**src/rtl/prog_ram_loader_pkg.sv**
```systemverilog
// rtl/prog_ram_loader_pkg.sv - shared processor constants and loader state type
package prog_ram_loader_pkg;

  // Program RAM geometry: 1024 words of 16 bits
  localparam int unsigned PRAM_DEPTH  = 1024;
  localparam int unsigned PRAM_ADDR_W = $clog2(PRAM_DEPTH);

  // Instruction that terminates a program image (also decoded by the processor)
  localparam logic [15:0] PROG_HALT_WORD = 16'h3c00;

  typedef enum logic [2:0] {
    ST_IDLE,
    ST_BYTE0,
    ST_BYTE1,
    ST_WRITE,
    ST_DONE,
    ST_ERR
  } ld_state_e;

  // Join two stream bytes into one instruction word in the chosen byte order
  function automatic logic [15:0] pair_bytes(input logic [7:0] first_b,
                                             input logic [7:0] second_b,
                                             input logic       msb_first);
    return msb_first ? {first_b, second_b} : {second_b, first_b};
  endfunction

endpackage

```
**src/rtl/prog_ram_loader_if.sv**
```systemverilog
// rtl/prog_ram_loader_if.sv - byte stream in and program RAM write port out
interface prog_ram_loader_if
  import prog_ram_loader_pkg::*;
#(
  parameter int unsigned ADDR_W = PRAM_ADDR_W
);

  logic [7:0]        byte_in;
  logic              byte_vld;
  logic              byte_rdy;
  logic              ram_write_en;
  logic [ADDR_W-1:0] ram_addr;
  logic [15:0]       ram_din;

  // Loader side: consumes bytes, drives the RAM write port
  modport master (
    input  byte_in,
    input  byte_vld,
    output byte_rdy,
    output ram_write_en,
    output ram_addr,
    output ram_din
  );

  // Environment side: byte source plus RAM/observer
  modport slave (
    output byte_in,
    output byte_vld,
    input  byte_rdy,
    input  ram_write_en,
    input  ram_addr,
    input  ram_din
  );

endinterface

```
**src/rtl/prog_ram_loader.sv**
```systemverilog
// rtl/prog_ram_loader.sv - pairs stream bytes into words and loads the program RAM
module prog_ram_loader
  import prog_ram_loader_pkg::*;
#(
  parameter int unsigned ADDR_W    = PRAM_ADDR_W,
  parameter logic [15:0] HALT_WORD = PROG_HALT_WORD,
  parameter bit          MSB_FIRST = 1'b1
) (
  input  logic                clk,
  input  logic                rst_n,
  input  logic                load_en,
  prog_ram_loader_if.master   bus,
  output logic                start,
  output logic                load_err,
  output logic [ADDR_W:0]     word_count
);

  localparam logic [ADDR_W-1:0] LAST_ADDR = '1;

  ld_state_e         state_q, state_d;
  logic [ADDR_W-1:0] addr_q, addr_d;
  logic [ADDR_W:0]   cnt_q, cnt_d;
  logic [15:0]       word_q, word_d;
  logic [7:0]        first_q, first_d;
  logic              rdy_q, rdy_d;
  logic              wr_q, wr_d;
  logic              start_q, start_d;
  logic              err_q, err_d;
  logic              accept;

  // byte_rdy is registered and mirrors BYTE0/BYTE1, so this is the handshake
  assign accept = bus.byte_vld & rdy_q;

  // Next-state and datapath: flag outputs are decoded from the next state so
  // they come straight out of flops and track the state register exactly
  always_comb begin
    state_d = state_q;
    addr_d  = addr_q;
    cnt_d   = cnt_q;
    word_d  = word_q;
    first_d = first_q;
    case (state_q)
      ST_IDLE: begin
        if (load_en) begin
          state_d = ST_BYTE0;
          addr_d  = '0;
          cnt_d   = '0;
        end
      end
      ST_BYTE0: begin
        if (accept) begin
          first_d = bus.byte_in;
          state_d = ST_BYTE1;
        end
      end
      ST_BYTE1: begin
        if (accept) begin
          word_d  = pair_bytes(first_q, bus.byte_in, MSB_FIRST);
          state_d = ST_WRITE;
        end
      end
      ST_WRITE: begin
        cnt_d = cnt_q + 1'b1;
        if (word_q == HALT_WORD) begin
          state_d = ST_DONE;
        end else if (addr_q == LAST_ADDR) begin
          // RAM is full and no halt arrived; never wrap onto address 0
          state_d = ST_ERR;
        end else begin
          state_d = ST_BYTE0;
          addr_d  = addr_q + 1'b1;
        end
      end
      ST_DONE, ST_ERR: begin
        if (load_en) begin
          state_d = ST_BYTE0;
          addr_d  = '0;
          cnt_d   = '0;
        end
      end
      default: state_d = ST_IDLE;
    endcase
    rdy_d   = (state_d == ST_BYTE0) || (state_d == ST_BYTE1);
    wr_d    = (state_d == ST_WRITE);
    start_d = (state_d == ST_DONE);
    err_d   = (state_d == ST_ERR);
  end

  // State, datapath and output registers; reset clears every output at once
  always_ff @(posedge clk or negedge rst_n) begin
    if (!rst_n) begin
      state_q <= ST_IDLE;
      addr_q  <= '0;
      cnt_q   <= '0;
      word_q  <= '0;
      first_q <= '0;
      rdy_q   <= 1'b0;
      wr_q    <= 1'b0;
      start_q <= 1'b0;
      err_q   <= 1'b0;
    end else begin
      state_q <= state_d;
      addr_q  <= addr_d;
      cnt_q   <= cnt_d;
      word_q  <= word_d;
      first_q <= first_d;
      rdy_q   <= rdy_d;
      wr_q    <= wr_d;
      start_q <= start_d;
      err_q   <= err_d;
    end
  end

  assign bus.byte_rdy     = rdy_q;
  assign bus.ram_write_en = wr_q;
  assign bus.ram_addr     = addr_q;
  assign bus.ram_din      = word_q;
  assign start            = start_q;
  assign load_err         = err_q;
  assign word_count       = cnt_q;

endmodule

```
**src/flat_wrapper.sv**
```systemverilog
// flat-port wrapper written by rule: the top's interface ports become plain ports
module prog_ram_loader_flat import prog_ram_loader_pkg::*;
#(
  parameter int unsigned ADDR_W    = PRAM_ADDR_W,
  parameter logic [15:0] HALT_WORD = PROG_HALT_WORD,
  parameter bit          MSB_FIRST = 1'b1
)
  (clk, rst_n, load_en, start, load_err, word_count, bus_byte_in, bus_byte_vld, bus_byte_rdy, bus_ram_write_en, bus_ram_addr, bus_ram_din);
  prog_ram_loader_if #(.ADDR_W(ADDR_W)) bus_i ();
  input  logic clk;
  input  logic rst_n;
  input  logic load_en;
  output logic start;
  output logic load_err;
  output logic [ADDR_W:0] word_count;
  input wire logic [$bits(bus_i.byte_in)-1:0] bus_byte_in;
  input wire logic [$bits(bus_i.byte_vld)-1:0] bus_byte_vld;
  output wire logic [$bits(bus_i.byte_rdy)-1:0] bus_byte_rdy;
  output wire logic [$bits(bus_i.ram_write_en)-1:0] bus_ram_write_en;
  output wire logic [$bits(bus_i.ram_addr)-1:0] bus_ram_addr;
  output wire logic [$bits(bus_i.ram_din)-1:0] bus_ram_din;
  assign bus_i.byte_in = bus_byte_in;
  assign bus_i.byte_vld = bus_byte_vld;
  assign bus_byte_rdy = bus_i.byte_rdy;
  assign bus_ram_write_en = bus_i.ram_write_en;
  assign bus_ram_addr = bus_i.ram_addr;
  assign bus_ram_din = bus_i.ram_din;
  prog_ram_loader #(.ADDR_W(ADDR_W), .HALT_WORD(HALT_WORD), .MSB_FIRST(MSB_FIRST)) u_core (.clk(clk), .rst_n(rst_n), .load_en(load_en), .bus(bus_i), .start(start), .load_err(load_err), .word_count(word_count));
endmodule
```
**config.mk**
```make
export PLATFORM = sky130hd
export DESIGN_NAME = prog_ram_loader_flat
export DESIGN_NICKNAME = d
export VERILOG_FILES = /design/src/rtl/prog_ram_loader_pkg.sv /design/src/rtl/prog_ram_loader_if.sv /design/src/rtl/prog_ram_loader.sv /design/src/flat_wrapper.sv
export SDC_FILE = /design/constraint.sdc
export NUM_CORES = 1
export LEC_CHECK = 0
export ABC_AREA = 1
export CORE_MARGIN = 2
export CORE_UTILIZATION = 35
export DETAILED_ROUTE_END_ITERATION = 16
export PLACE_DENSITY_LB_ADDON = 0.15
export SYNTH_ARGS = -nofsm -noshare
export SYNTH_HDL_FRONTEND = slang
export SYNTH_SLANG_ARGS = --single-unit
```
**constraint.sdc**
```tcl
create_clock -name clk -period 2.9 [get_ports clk]
set_input_delay 0.29 -clock clk [delete_from_list [all_inputs] [get_ports clk]]
set_output_delay 0.29 -clock clk [all_outputs]
set_load 0.02 [all_outputs]
```
==> metrics, run 1 <==
Yosys reg bits 52; Clk pwr share 0.159; Slew headroom 0.673; Worst Skew 6.76 ps; Post CTS Setup Buffer Count 0; share of cells above drive strength 1 0.0966; Area contributors post-synth dfrtp_1 (50%), nand2_1 (15%), inv_1 (5.7%), o21ai_0 (4.6%), nand3_1 (3.6%); Power Density 815 nW/µm²; outcome complete, no violations; R2R setup slack 1270 ps; Combinational Power Share 0.423; CP max stage delay 660 ps; die area 8170 µm²; final instance area 3310 µm²; Final period util 0.597; dpl hpwl 4.05 mm; worst r2r dst u_core.bus.byte_rdy$_DFF_PN0_; # clock sinks 52; initial antenna violation count 0; worst-path cell with the longest stage delay clkdlybuf4s50_1; Fill cells 769; Max clock buf depth 2; Tmin final 1730 ps; GRT overflow 0; area growth from synthesis to layout 26.8%; Slew Limit Fails 0; DR vias/cell 4.59; diode count 0; Root Driver clkbuf_8; Synth Instances 328; DIE WIDTH 90.4 µm; setup violators final 0; CP Launch Type register; crit-path cells clkdlybuf4s50_1; RSZ-0062 raised after global routing no; Clock Pin Slew Worst Setup and Hold Paths 100 ps; core area 7250 µm²; top cell family by delay on the critical path buffers and inverters; I/O pins 53; Worst Path Arrival 1440 ps; cts hold-fix bufs 1; Inserted Clock Buffers 5; Tightest Pin Transition 490 ps; Critical path buffers and inverters 1; DRT iter0 DRCs 107; FF-to-FF Start u_core.state_q[0]$_DFF_PN0_; Critical Path Fanout Max 8; peak supply drop 412 µV; drt first pass iters 4; Min Hold Slack 435 ps; GRT Total Usage 0.144; clk_lat worst skew 310 ps; CP Class reg2out; per-cell routed wire length 11.7 µm; Yosys warnings 0; CTS tree built; FMAX 578 MHz; switching part of the total 0.419; CP required 2610 ps; Setup TNS 0 ps; via count 2,214; antenna viol nets, final 0; Yosys top cell area share 0.498; max capacitance violation total 0; # H-tree levels 2; Final Hold Fails 0; HP Class in2async; Initial Util 0.360; cell area after placement 3210 µm²; Final GP Congestion 0.825; leak pwr 1.56 nW; largest net degree at the start of global routing 37; synthesized cell area 2610 µm²; port buffer count 52; nets 396; DRT Wirelength 5.62 mm; Psw 1.13 mW; Reg2Reg Depth 7; Final Power 2.70 mW; syn_nets 342; register area share after synthesis 0.498; die height 90.4 µm; cell taking the most area after synthesis dfrtp_1; share of power burned in registers 0.418; Unique masters post-synth 32; internal power 1.57 mW; num rows 31; Remaining DRCs 0; Post-Syn Area per Cell 7.96 µm²; Worst Setup End Kind output pin; post_cts resized 0; first-pass GRT wire length 9.88 mm; vias in the first global route 2,241
==> per-layer routing <==
layer,part of all wire,track usage,vias up
met5,0,0,-
met4,0.0087,0.0346,0
met3,0.043,0.0317,6
met2,0.46,0.250,49
met1,0.49,0.183,1009
li1,-,-,1150
==> layout make-up <==
class,instances,area [µm²],share of cell area
clock inverter,3,22.5,0.00680
multi-input combinational,225,1100,0.331
clock buffer,5,68.8,0.0208
tap,99,124,0.0374
timing repair buffer,54,533,0.161
inverter,44,165,0.0499
sequential,52,1300,0.393
==> worst max-delay path by stage <==
stage | startpoint | end | slack (ps) | cells after the start
after detailed placement | bus_byte_vld | u_core.bus.ram_din[6]$_DFFE_PN0P_ | 1020 | 7
after CTS | u_core.word_count[0]$_DFFE_PN0P_ | word_count[0] | 1150 | 1
after floorplan | u_core.bus.ram_addr[1]$_DFFE_PN0P_ | u_core.bus.ram_addr[6]$_DFFE_PN0P_ | 1380 | 7
after global placement | bus_byte_vld | u_core.bus.byte_rdy$_DFF_PN0_ | 1070 | 9
after global routing | u_core.state_q[0]$_DFF_PN0_ | u_core.bus.ram_din[7]$_DFFE_PN0P_ | 1020 | 5
final | u_core.bus.ram_addr[4]$_DFFE_PN0P_ | bus_ram_addr[4] | 1170 | 1
==> synthesized netlist by cell type <==
| cell type | instances |
|---|---|
| nor2_2 | 4 |
| ha_1 | 2 |
| a21oi_2 | 1 |
| nand3_1 | 19 |
| inv_2 | 3 |
| a21o_1 | 2 |
| o21ai_0 | 24 |
| dfrtp_1 | 52 |
| nand4_1 | 12 |
| nand2_2 | 2 |
| nand3_2 | 1 |
| nor2_4 | 1 |
| nand3_4 | 1 |
| a21oi_1 | 3 |
| o21bai_1 | 1 |
| buf_6 | 2 |
| nor3_1 | 3 |
| buf_4 | 1 |
| nand4_2 | 1 |
| nand2_1 | 107 |
| nor2_1 | 25 |
| o211ai_1 | 1 |
| buf_2 | 3 |
| o21ai_2 | 10 |
| xnor2_1 | 1 |
| inv_1 | 40 |
| a31o_2 | 1 |
| or2_2 | 1 |
| nand2_4 | 1 |
| clkbuf_1 | 1 |
| o22ai_1 | 1 |
| clkinv_1 | 1 |
==> metrics by stage <==
step / cells / worst slack (ps) / utilization
3_5_place_dp: 473 / 1020 / 0.443
6_report: 482 / 1170 / 0.457
2_1_floorplan: 328 / 1380 / -
3_3_place_gp: 473 / 1070 / 0.443
4_1_cts: 482 / 1150 / 0.457
5_1_grt: 482 / 1020 / 0.457
==> state kept, by name (all words and copies together), names as in the netlist, 3 cells and up <==
name                 count
u_core.bus.ram_din      16
u_core.first_q           8
u_core.word_count       11
u_core.state_q           3
u_core.bus.ram_addr     10
==> power by group through the flow <==
| stage | Clock, mW | Sequential, mW | Combinational [mW] |
|---|---|---|---|
| after floorplan | 0 | 1.28 | 0.581 |
| after global placement | 0 | 1.14 | 1.14 |
| after detailed placement | 0 | 1.14 | 1.15 |
| after CTS | 0.445 | 1.13 | 1.16 |
| after global routing | 0.472 | 1.16 | 1.28 |
| final | 0.430 | 1.13 | 1.14 |
==> layout by cell type, fill, tap and decap left out, types with 3 or more instances in the layout <==
cell type	count
dfrtp_1	52
nor3_1	3
nand4_1	12
clkdlybuf4s50_1	51
a21oi_1	3
nand3_1	19
inv_1	40
o21ai_0	24
o21ai_2	10
nor2_2	4
inv_2	3
clkbuf_8	5
nand2_1	107
nor2_1	25
==> kinds of logic (layout without fill, tap and decap cells) <==
kind of cell	Yosys count	count (layout)	share of synthesized area
XOR/XNOR	1	1	0.00335
flip-flops	52	52	0.498
adder cells (fa/ha/maj)	2	2	0.00958
AND/OR/NAND/NOR	178	178	0.301
AO/OA/AOI/OAI	44	44	0.106
buffers and inverters	51	106	0.0819
Note: power is estimated with default switching activity, not from simulation.
==> run 2, diff against run 1 <==
Clock period 2.9 ns to 1.65 ns, I/O delays scaled along.
==> run 2 against run 1 <==
  * Critical path type unchanged
  * Total power is 87% higher
  * Wire length is 4.2% higher
  * Flip-flop and latch count stayed put
  * Clock skew is 0.51 ps higher
  * Clock-buffer cell count is 1 higher
  * Highest routed layer unchanged
  * Worst hold slack worse by 61 ps
  * Largest power group unchanged
  * Largest cell class unchanged
==> metrics, run 2 (same netlist as run 1, synthesis figures left out) <==
outcome complete, no violations; Inserted Clock Buffers 5; DIE WIDTH 90.4 µm; Worst Path Arrival 1440 ps; worst r2r dst u_core.bus.ram_addr[0]$_DFFE_PN0P_; vias in the first global route 2,189; Tmin final 1600 ps; Final period util 0.971; GRT overflow 0; nets 406; Remaining DRCs 0; Slew Limit Fails 0; Power Density 1460 nW/µm²; Clock Pin Slew Worst Setup and Hold Paths 100 ps; die height 90.4 µm; Reg area 1300 µm²; Root Driver clkbuf_8; clk_lat worst skew 310 ps; CP Class reg2out; Slew headroom 0.740; I/O pins 53; FMAX 624 MHz; Worst Skew 7.26 ps; DR vias/cell 4.70; CP Launch Type register; CTS tree built; Final GP Congestion 0.838; die area 8170 µm²; peak supply drop 821 µV; HP Class in2async; Fill cells 726; Setup TNS 0 ps; per-cell routed wire length 11.9 µm; antenna viol nets, final 0; multi-input logic area 1120 µm²; most frequent cells in the layout nand2_1 (107), dfrtp_1 (51), clkdlybuf4s50_1 (50), inv_1 (40), nor2_1 (25); CP required 1480 ps; Final Hold Fails 0; CP endpoint bus_ram_addr[2]; core area 7250 µm²; RSZ-0062 raised after global routing no; area growth from synthesis to layout 31.8%; Worst Setup End Kind output pin; share of cells above drive strength 1 0.122; # clock sinks 52; worst-path cell with the longest stage delay clkdlybuf4s50_1; max reg flops 16; DRT iter0 DRCs 114; Reg2Reg Depth 6; drt first pass iters 4; commonest non-fill, non-tap cell in the layout nand2_1; diode count 0; via count 2,313; GRT Total Usage 0.148; Min Hold Slack 374 ps; Tightest Pin Transition 389 ps; largest net degree at the start of global routing 53; DRT Wirelength 5.85 mm; max capacitance violation total 0; setup violators final 0; initial antenna violation count 0; Levels on crit path 2; CP max stage delay 590 ps; cell area after placement 3290 µm²; port buffer count 52; num rows 31; CP Launch Point u_core.bus.ram_addr[2]$_DFFE_PN0P_; Initial Util 0.360; Critical path buffers and inverters 2; dpl hpwl 4.15 mm; FF-to-FF Start u_core.bus.ram_addr[1]$_DFFE_PN0P_; final instance area 3440 µm²; leak pwr 1.64 nW; Critical Path Fanout Max 4; # H-tree levels 2; R2R setup slack 130 ps; crit-path cells buf_4 -> clkdlybuf4s50_1; Max clock buf depth 2; first-pass GRT wire length 10.0 mm; top cell family by delay on the critical path buffers and inverters
-- run 2: worst min path at each step --
stage / from / endpoint / slack (ps) / cells past startpoint
3_5_place_dp: rst_n / u_core.bus.ram_addr[3]$_DFFE_PN0P_ / 180 / 2
6_report: rst_n / u_core.bus.ram_write_en$_DFF_PN0_ / 370 / 3
3_3_place_gp: rst_n / u_core.bus.ram_addr[3]$_DFFE_PN0P_ / 180 / 2
5_1_grt: rst_n / u_core.bus.ram_din[12]$_DFFE_PN0P_ / 410 / 3
2_1_floorplan: rst_n / u_core.bus.byte_rdy$_DFF_PN0_ / -130 / 0
4_1_cts: rst_n / u_core.word_count[7]$_DFFE_PN0P_ / 380 / 3
-- run 2: area by class of cell --
cell class / instances / share of cell area
Inverter: 44 / 0.0480
Clock inverter: 2 / 0.0113
Timing Repair Buffer: 63 / 0.179
Tap cell: 99 / 0.0360
Clock buffer: 6 / 0.0211
Multi-Input combinational cell: 226 / 0.327
Sequential cell: 52 / 0.378
-- run 2: through the flow --
stage                     power [mW]  cells   util  setup slack, ps
after detailed placement        4.13    482  0.454             91.2
after global routing            5.41    492  0.475            0.587
final                           5.04    492  0.475             48.7
after CTS                       5.07    491  0.470             13.7
after global placement          4.10    482  0.454              135
after floorplan                 3.26    328      -              132
-- run 2: worst min-delay path: cells and delay by family --
kind                   cells  cell delay [ps]
buffers and inverters      3              910
-- run 2: metal layers --
| layer | part of all wire | up-vias | global-route usage |
|---|---|---|---|
| met2 | 0.46 | 63 | 0.245 |
| met4 | 0.0087 | 0 | 0.0436 |
| met5 | 0 | - | 0 |
| met1 | 0.48 | 1068 | 0.195 |
| met3 | 0.050 | 5 | 0.0334 |
| li1 | - | 1177 | - |
-- run 2: power breakdown --
| part | internal [mW] | switching (mW) |
|---|---|---|
| Clock | 0.459 | 0.447 |
| Combinational | 0.907 | 1.26 |
| Sequential | 1.65 | 0.321 |
-- run 2: what timing repair did --
| item | 4_1_cts | 5_1_grt |
|---|---|---|
| gates resized for setup | 0 | 5 |
| setup endpoints to repair | 0 | 13 |
| hold buffers | 1 | 0 |
| buffers inserted | 0 | 0 |
| endpoints found under the hold margin | 52 | 0 |
==> run 3, diff against run 2 <==
Settings changed: CTS_CLUSTER_SIZE set to 10, GPL_TIMING_DRIVEN set to 0.
==> run 3 against run 2 <==
  * Clock power decreased by 11%
  * Sequential power about the same
  * Clock skew decreased by 3.4 ps
  * Core utilization decreased by 0.67 points
  * Final area decreased by 1.4%
  * Non-clock buffer count decreased by 2
  * First-iteration DRC count decreased by 56%
  * Critical path type unchanged
==> metrics, run 3 (same netlist as run 1, synthesis figures left out) <==
first-pass GRT wire length 10.1 mm; GRT overflow 0; Tightest Pin Transition 574 ps; top cell family by delay on the critical path buffers and inverters; Psw 2.02 mW; Slew headroom 0.617; Post CTS Setup Buffer Count 0; CP required 1480 ps; switching part of the total 0.412; I/O pins 53; Final Power 4.92 mW; Max clock buf depth 2; Setup TNS 0 ps; clk_lat worst skew 310 ps; nets 403; Combinational Power Share 0.437; DIE WIDTH 90.4 µm; share of power burned in registers 0.399; Root Driver clkbuf_8; share of cells above drive strength 1 0.113; most frequent cells in the layout nand2_1 (107), dfrtp_1 (52), clkdlybuf4s50_1 (49), inv_1 (40), nor2_1 (25); Reg area 1300 µm²; drt first pass iters 5; via count 2,301; vias in the first global route 2,181; # clock sinks 52; Final GP Congestion 0.841; # H-tree levels 2; commonest non-fill, non-tap cell in the layout nand2_1; DR vias/cell 4.71; die height 90.4 µm; setup violators final 0; GRT Total Usage 0.153; num rows 31; max capacitance violation total 0; max reg flops 16; RSZ-0062 raised after global routing no; Clock Pin Slew Worst Setup and Hold Paths 100 ps; outcome complete, no violations; Critical path buffers and inverters 1; Final period util 0.964; port buffer count 52; diode count 0; core area 7250 µm²; Worst Skew 3.89 ps; antenna viol nets, final 0; leak pwr 1.62 nW; Critical Path Fanout Max 7; setup ws final 60.0 ps; Inserted Clock Buffers 5; DRT iter0 DRCs 50; Remaining DRCs 0; Initial Util 0.360; CTS tree built; Power Density 1450 nW/µm²; HP Class in2async; fin util 0.468; FMAX 629 MHz; largest net degree at the start of global routing 29; CP max stage delay 640 ps; DRT Wirelength 5.78 mm; Worst Path Arrival 1420 ps; crit-path cells clkdlybuf4s50_1; worst-path cell with the longest stage delay clkdlybuf4s50_1; Final Hold Fails 0; pre-CTS setup slack 89.4 ps; Tmin final 1590 ps; internal power 2.89 mW; area growth from synthesis to layout 29.9%; dpl hpwl 4.29 mm; CP Launch Type register; peak supply drop 857 µV; Fill cells 733; CP Class reg2out; multi-input logic area 1100 µm²; Worst Setup End Kind output pin; per-cell routed wire length 11.8 µm; die area 8170 µm²; Slew Limit Fails 0; initial antenna violation count 0; Clk pwr share 0.164
[run 3: what timing repair did]
action,4_1_cts,5_1_grt
hold buffers,1,0
endpoints found under the hold margin,24,0
endpoints found under the setup margin,0,10
gates resized for setup,0,4
[run 3: routing by layer]
layer  vias up  GRT usage  routed length (µm)
met5         -          0                   0
met4         0     0.0462                 112
li1       1167          -                   -
met3        10     0.0426                 273
met2        52      0.255                2720
met1      1072      0.194                2670
[run 3: cell type report]
cell class / instances / share of cell area
Inverter: 44 / 0.0487
Clock buffer: 6 / 0.0243
Multi-Input combinational cell: 225 / 0.325
Tap cell: 99 / 0.0365
Clock inverter: 2 / 0.00516
Buffer: 7 / 0.0144
Sequential cell: 52 / 0.383
Timing Repair Buffer: 54 / 0.162
[run 3: worst paths after layout]
check                                                         from                            endpoint  slack [ps]  cells after the start
worst max-delay path            u_core.bus.ram_addr[3]$_DFFE_PN0P_                     bus_ram_addr[3]          60                      1
worst min-delay path                                         rst_n  u_core.bus.ram_addr[3]$_DFFE_PN0P_         390                      2
worst max register to register  u_core.bus.ram_addr[1]$_DFFE_PN0P_  u_core.bus.ram_addr[6]$_DFFE_PN0P_         160                      7
worst min register to register       u_core.first_q[3]$_DFFE_PN0P_  u_core.bus.ram_din[11]$_DFFE_PN0P_         480                      2
max in group asynchronous                                    rst_n         u_core.state_q[2]$_DFF_PN0_         710                      3
min in group clk                                    bus_byte_in[7]   u_core.bus.ram_din[7]$_DFFE_PN0P_         410                      3
[run 3: per-stage QoR]
stage / cells / instance area [µm²] / hold WS [ps]
5_1_grt: 489 / 3390 / 428
6_report: 489 / 3390 / 386
3_5_place_dp: 480 / 3270 / 204
3_3_place_gp: 479 / 3260 / 451
2_1_floorplan: 328 / 2610 / -131
4_1_cts: 489 / 3380 / 407
[run 3: power groups by stage]
stage                     Sequential (mW)  Combinational (mW)  Clock, mW
after floorplan                      2.24                1.02          0
after global placement               1.99                2.13          0
after detailed placement             1.99                2.17          0
after CTS                            1.97                2.18      0.833
after global routing                 2.02                2.41      0.886
final                                1.96                2.15      0.805
